[src/rtl/ysyx_25040111_ifu_axil_pkg.sv]
`default_nettype none
// ============================================================================
// Module      : ysyx_25040111_ifu_axil_pkg
// Description : Shared definitions for the IFU AXI4-Lite fetch responder.
//               Provides the FSM state encoding, AXI response codes and the
//               PC reset constant shared with the IFU.
//               Define STA_SOC to select the SoC flash reset vector.
// Revision    : 1.0 - initial release
// ============================================================================
package ysyx_25040111_ifu_axil_pkg;

  // Fetch FSM states
  typedef enum logic [1:0] {
    IFU_AXIL_IDLE = 2'd0,
    IFU_AXIL_AR   = 2'd1,
    IFU_AXIL_R    = 2'd2,
    IFU_AXIL_RESP = 2'd3
  } ifu_axil_state_e;

  // AXI response codes
  localparam logic [1:0] AXI_RESP_OKAY   = 2'b00;
  localparam logic [1:0] AXI_RESP_SLVERR = 2'b10;
  localparam logic [1:0] AXI_RESP_DECERR = 2'b11;

  // PC reset vector, shared with the IFU
`ifdef STA_SOC
  localparam logic [31:0] PC_RESET = 32'h3000_0000;
`else
  localparam logic [31:0] PC_RESET = 32'h8000_0000;
`endif

endpackage
`default_nettype wire

[src/rtl/ysyx_25040111_ifu_axil.sv]
`default_nettype none
// ============================================================================
// Module      : ysyx_25040111_ifu_axil
// Description : Fetch-side responder for the IFU instruction request port.
//               Runs one AXI4-Lite read (AR then R) per IFU request and
//               returns the instruction with a one-cycle o_ifu_ready strobe.
//               Responses the IFU no longer wants (redirect or flush) are
//               dropped; the IFU re-requests from IDLE if still interested.
// Config      : YSYX_25040111_IFU_FAULT_EN - adds o_fetch_fault /
//               o_fetch_fault_addr; a non-OKAY rresp raises a fault pulse
//               instead of delivering data. Undefined: rresp is ignored.
// Ports       : clock, reset           - clock, synchronous active-high reset
//               i_ifu_valid/i_ifu_addr - IFU fetch request
//               o_ifu_ready/o_ifu_inst - response strobe and instruction
//               i_flush                - kills the outstanding request
//               o_araddr/o_arvalid/i_arready          - AXI4-Lite AR channel
//               i_rdata/i_rresp/i_rvalid/o_rready     - AXI4-Lite R channel
//               o_fetch_fault/o_fetch_fault_addr      - fault report (opt.)
// Revision    : 1.0 - initial release
// ============================================================================
module ysyx_25040111_ifu_axil
  import ysyx_25040111_ifu_axil_pkg::*;
#(
  parameter int ADDR_W = 32,
  parameter int DATA_W = 32
) (
  input  logic              clock,
  input  logic              reset,
  input  logic              i_ifu_valid,
  input  logic [ADDR_W-1:0] i_ifu_addr,
  output logic              o_ifu_ready,
  output logic [DATA_W-1:0] o_ifu_inst,
  input  logic              i_flush,
  output logic [ADDR_W-1:0] o_araddr,
  output logic              o_arvalid,
  input  logic              i_arready,
  input  logic [DATA_W-1:0] i_rdata,
  input  logic [1:0]        i_rresp,
  input  logic              i_rvalid,
  output logic              o_rready
`ifdef YSYX_25040111_IFU_FAULT_EN
  ,
  output logic              o_fetch_fault,
  output logic [ADDR_W-1:0] o_fetch_fault_addr
`endif
);

  ifu_axil_state_e   r_state;
  ifu_axil_state_e   w_next_state;
  logic [ADDR_W-1:0] r_req_addr;
  logic              r_stale;
  logic [DATA_W-1:0] r_inst;
  logic              w_accept;
  logic              w_wanted;
  logic              w_resp_ok;

  // A new request is only taken when no flush is redirecting the IFU.
  assign w_accept = i_ifu_valid & ~i_flush;

  // The IFU still wants this exact response; an address change counts as
  // stale, and a flush in RESP gates delivery combinationally.
  assign w_wanted = ~r_stale & ~i_flush & i_ifu_valid & (i_ifu_addr == r_req_addr);

`ifdef YSYX_25040111_IFU_FAULT_EN
  logic [1:0] r_resp;
  assign w_resp_ok          = (r_resp == AXI_RESP_OKAY);
  assign o_fetch_fault      = (r_state == IFU_AXIL_RESP) & w_wanted & ~w_resp_ok;
  assign o_fetch_fault_addr = r_req_addr;
`else
  // Without the fault feature the response code carries no meaning here.
  logic w_unused_rresp;
  assign w_unused_rresp = ^i_rresp;
  assign w_resp_ok      = 1'b1;
`endif

  // State register
  always_ff @(posedge clock) begin
    if (reset) begin
      r_state <= IFU_AXIL_IDLE;
    end else begin
      r_state <= w_next_state;
    end
  end

  // Next-state and handshake outputs
  always_comb begin
    w_next_state = r_state;
    o_arvalid    = 1'b0;
    o_rready     = 1'b0;
    o_ifu_ready  = 1'b0;
    case (r_state)
      IFU_AXIL_IDLE: begin
        if (w_accept) begin
          w_next_state = IFU_AXIL_AR;
        end
      end
      IFU_AXIL_AR: begin
        // Once issued, AR stays up until accepted regardless of the IFU.
        o_arvalid = 1'b1;
        if (i_arready) begin
          w_next_state = IFU_AXIL_R;
        end
      end
      IFU_AXIL_R: begin
        o_rready = 1'b1;
        if (i_rvalid) begin
          w_next_state = IFU_AXIL_RESP;
        end
      end
      IFU_AXIL_RESP: begin
        o_ifu_ready  = w_wanted & w_resp_ok;
        w_next_state = IFU_AXIL_IDLE;
      end
      default: begin
        w_next_state = IFU_AXIL_IDLE;
      end
    endcase
  end

  // Request / response datapath
  always_ff @(posedge clock) begin
    if (reset) begin
      r_req_addr <= '0;
      r_stale    <= 1'b0;
      r_inst     <= '0;
`ifdef YSYX_25040111_IFU_FAULT_EN
      r_resp     <= AXI_RESP_OKAY;
`endif
    end else begin
      case (r_state)
        IFU_AXIL_IDLE: begin
          if (w_accept) begin
            r_req_addr <= i_ifu_addr;
            r_stale    <= 1'b0;
          end
        end
        IFU_AXIL_AR: begin
          if (i_flush) begin
            r_stale <= 1'b1;
          end
        end
        IFU_AXIL_R: begin
          if (i_flush) begin
            r_stale <= 1'b1;
          end
          if (i_rvalid) begin
            r_inst <= i_rdata;
`ifdef YSYX_25040111_IFU_FAULT_EN
            r_resp <= i_rresp;
`endif
          end
        end
        default: begin
        end
      endcase
    end
  end

  assign o_araddr   = r_req_addr;
  assign o_ifu_inst = r_inst;

endmodule
`default_nettype wire

[config.mk]
export PLATFORM = sky130hd
export DESIGN_NAME = ysyx_25040111_ifu_axil
export DESIGN_NICKNAME = d
export VERILOG_FILES = /design/src/rtl/ysyx_25040111_ifu_axil_pkg.sv /design/src/rtl/ysyx_25040111_ifu_axil.sv
export SDC_FILE = /design/constraint.sdc
export NUM_CORES = 1
export LEC_CHECK = 0
export ABC_AREA = 1
export BUFFER_PORTS_ARGS = -buffer_cell sky130_fd_sc_hd__buf_2
export CORE_ASPECT_RATIO = 0.9
export CORE_MARGIN = 10
export CORE_UTILIZATION = 53
export CTS_BUF_LIST = sky130_fd_sc_hd__clkbuf_2 sky130_fd_sc_hd__clkbuf_4 sky130_fd_sc_hd__clkbuf_8
export DETAILED_ROUTE_END_ITERATION = 10
export GPL_TIMING_DRIVEN = 0
export PLACE_DENSITY = 0.88
export RECOVER_POWER = 50
export SLEW_MARGIN = 25
export SYNTH_ARGS = -nofsm -noshare
export SYNTH_HDL_FRONTEND = slang
export SYNTH_SLANG_ARGS = --single-unit
export TNS_END_PERCENT = 1
[constraint.sdc]
create_clock -name clock -period 3.8 [get_ports clock]
set_clock_uncertainty 0.2 [all_clocks]
set_input_delay 0.76 -clock clock [delete_from_list [all_inputs] [get_ports clock]]
set_output_delay 0.76 -clock clock [all_outputs]
set_load 0.005 [all_outputs]
# Word level (Yosys, flattened, before mapping)
# Index checks and enable logic that the tools add are counted.
# word_totals
register_bits	67
input_bits	72
out_inout_bits	67
word_cells	35
# op_classes
eq_ne	8
muxes	10
bitwise	6
reduce_logical	7
# op_table
operator	count
$eq 32x32->1	1
$pmux 2 s4	1
$mux 2	3
$ne 2x2->1 const B	3
$reduce_and 3->1	2
$mux 1	5
$and 1x1->1	4
$eq 2x2->1 const B	2
$reduce_and 2->1	2
$eq 2x1->1 const B	1
$logic_not 2->1	1
$ne 2x1->1 const B	1
$not 1->1	2
$pmux 1 s2	1
$reduce_bool 2->1	1
$reduce_or 2->1	1

# Logic depth before layout (Yosys ltp)
# logic_depth
depth_word	5
mapped_depth	9
depth_no_buf	9

# Worst setup path after synthesis
# OpenSTA, ideal clock, no wires.
# synth_path
path_kind	input to output
start	input port i_ifu_addr[11]
end	output port o_ifu_ready
t_arrival_ns	1.399
slack_ns	1.441
stages	6
path_buffers	0
cell_sequence	nand2_1 > o21ai_0 > or2_2 > nor2_1 > nand3_1 > nor2_1
# synth_between
elab_chain_len	3
# synth_rtl
item	line	source
start: declaration	ysyx_25040111_ifu_axil.sv:30	input logic [ADDR_W-1:0] i_ifu_addr,
$eq 32x32->1	ysyx_25040111_ifu_axil.sv:62	assign w_wanted = ~r_stale & ~i_flush & i_ifu_valid & (i_ifu_addr == r_req_addr);
$and 1x1->1	ysyx_25040111_ifu_axil.sv:62	
$mux 1	ysyx_25040111_ifu_axil.sv:91	case (r_state)
end: declaration	ysyx_25040111_ifu_axil.sv:31	output logic o_ifu_ready,
# Every way passes these cells.

# Final worst setup path
# Ends and elaborated chain as after synthesis.

==> impl_results.md <==
- Initial antenna violation count: 0
- IO buf count: 135
- Layout area overhead: 28.1%
- Synthesized flop and latch total: 67
- Max transition margin: 52.0%
- R2R Path Start: r_state[1]
- Clk slew on worst S/H paths: 0.07 ns
- Worst R2R End: o_araddr[30]
- Clk_lat worst skew: about 0.34 ns
- Post-synth EDFFs: 0
- Post-Layout Cell Count: 653
- Longest Clk Path Bufs: 2
- Chip height: 92.9 um
- Netlist cell types: 20
- Top post-synthesis cells by area: dfxtp_1 (43%), nand2_1 (18%), a211oi_2 (9.6%)
- Vias per cell: 4.93
- Slew @ Worst Pin: 0.721 ns
- Post-layout min period: 2.71 ns
- Vias: 3,221
- Gr usage total: 19.7%
- Drt wl/cell: 14.5 um
- Post-Synthesis Cells: 432
- Dpl cells: 637
- Hold EP: o_ifu_inst[26]
- Antenna diode count: 0
- Layout cells sized above 1: 23.2%
- Root Driver: clkbuf_8
- CTS tree: done
- Crit end category: primary output
- Max Cap Viol: 0
- Top-Level Pins: 139
- CP Launch Type: input pin
- FMAX: approximately 370 MHz
- R2r setup slk: 1.14 ns
- Syn Nets: 508
- CTS resizes: 0
- Yosys top cell area share: 42.9%
- Synth cell count leaders: nand2_1 (150), dfxtp_1 (67), inv_1 (51)
- Final TNS setup: 0 ns
- RSZ-0062 raised after global routing: no
- Top cell type by total area after synthesis: dfxtp_1
- PwrDens: 521 nW/um^2
- Synthesized area per cell: between 7 and 8 um^2
- Crit-path cells: buf_2 > nand2_1 > o21ai_0 > or2_2 > nor2_1 > nand3_1 > nor2_1 > buf_2
- First-pass DRT Iterations: 6
- H-tree Lvls: 3
- Largest net degree at the start of global routing: 13
- Hold_buf cts: 0
- GRT overflow: 0
- CP Data Required Time: 2.84 ns
- Initial core utilization: 54.9%
- Setup bufs post-CTS: 0
- Hold Startpoint: o_ifu_inst[26]
- Placer Congestion: about 0.8
- Crit path largest cell delay: 0.30 ns
- Synth Cell Area: roughly 3100 um^2
- Initial DRC Count: around 130
- Worst Hold Depth: 2
- Final net count: 654
- CTS sink cnt: 67
- Vias in the first global route: 3,253
- Worst vdd ir: 0.000405 V
- Overall die area: 9370 um^2
- Crit path max-delay cell type: or2_2
- Arrival @ worst endpoint: 1.75 ns
- Core area: 5690 um^2
- Hpwl dp: 7.50 mm
- Fill cells: 519
- Worst min-delay path class: flip-flop to flip-flop
- CP max FO: 3
- CP delay by family, top: simple AND/OR/NAND/NOR gates
- Fin. Hold Viols: 0
- Reg2reg path depth: 8
- Top-count cell post-synth: nand2_1
- Status: completed
- WP buf/inv: 2
- Row count: 26
- Final setup viols: 0
- First-pass GRT wire length: 15.0 mm
- Total wire length: 9.49 mm
- P_leak: 0.00180 uW
- Post-synth top flop: dfxtp_1
- Num CTS Buffers: 9
- Final Cycle Share: around 70%
- Critical path class: input pin to primary output
- ANT nets after route: 0
- Seq/Total Area, Yosys: ~43%
- Die W: about 100 um
- Remaining DRCs: 0
- Max-slew violations: 0
- Ys async rst share: 0%
- Synth Warn #: 0
cell families after synthesis:
family | synth area share (%)
and+or+nand+nor | 25.7
AOI/OAI and AO/OA | 17.9
buffers and inverters | 9.93
DFF | 42.9
xor gates and xnor gates | 1.96
adders and majority gates | 1.60
placed cells by master (no fill, tap or decap):
master,n
a211oi_1,3
a211oi_2,21
a21oi_1,44
buf_1,2
buf_2,93
buf_6,1
bufinv_16,2
clkbuf_1,58
clkbuf_8,10
clkinv_1,1
clkinv_2,1
clkinv_4,1
clkinvlp_4,2
dfxtp_1,67
ha_1,4
inv_1,52
inv_2,1
nand2_1,150
nand3_1,3
nor2_1,45
nor2_2,1
nor3_1,4
o21ai_0,8
or2_2,2
xnor2_1,4
xor2_1,3
metrics by stage:
step | area, um^2 | util, % | hold WS [ns] | worst slack [ns] | power (uW)
after floorplan | 3130 | - | 0.262 | 1.44 | 1240
after global placement | 3890 | 68.3 | 0.248 | 1.09 | 1440
after detailed placement | 3890 | 68.3 | 0.253 | 1.09 | 1480
after CTS | 4120 | 72.3 | 0.265 | 1.08 | 2140
after global routing | 4000 | 70.3 | 0.282 | 0.894 | 2200
final | 4000 | 70.3 | 0.266 | 1.09 | 2090
worst register-to-register path, cell delays in order (launching register included):
cell and delay [ns]:
dfxtp_1 0.34, inv_1 0.10, ha_1 0.18, inv_1 0.08
nor2_1 0.52, clkinv_1 0.21, clkbuf_1 0.28, clkbuf_1 0.38
a211oi_1 0.28
cell type report:
cell class	count	area (um^2)	share of cell area, %
clock inverter	6	88.8	2.22
inverter	54	203	5.06
clock buffer	10	138	3.44
sequential	67	1340	33.5
multi-input combinational	292	1440	36.0
timing repair buffer	135	618	15.4
tap	70	87.6	2.19
buffer	19	83.8	2.09
power breakdown:
part	switching, uW	internal (uW)
combinational	338	222
clock	284	387
sequential	61.8	793
total	685	1400
worst max path at each step:
stage	from	end	slack, ns	depth (start not counted)
5_1_grt	r_state[1]	o_araddr[7]	0.89	8
3_3_place_gp	i_ifu_addr[3]	o_ifu_ready	1.09	8
4_1_cts	i_ifu_addr[11]	o_ifu_ready	1.08	8
3_5_place_dp	i_ifu_addr[11]	o_ifu_ready	1.09	8
6_report	i_ifu_addr[11]	o_ifu_ready	1.09	8
2_1_floorplan	i_ifu_addr[11]	o_ifu_ready	1.44	6
sequential cells by signal, summed over array words and instances (netlist names):
name,flops
o_araddr,32
o_ifu_inst,32
r_stale,1
r_state,2
metal layers:
metal / global-route usage, % / vias up / routed length [um]
met3: 11.4 / 15 / 1220
li1: - / 1639 / -
met5: 0 / - / 0
met4: 5.68 / 0 / 142
met2: 33.7 / 128 / 4530
met1: 20.1 / 1439 / 3590
Power figures use the tool's default switching activity.
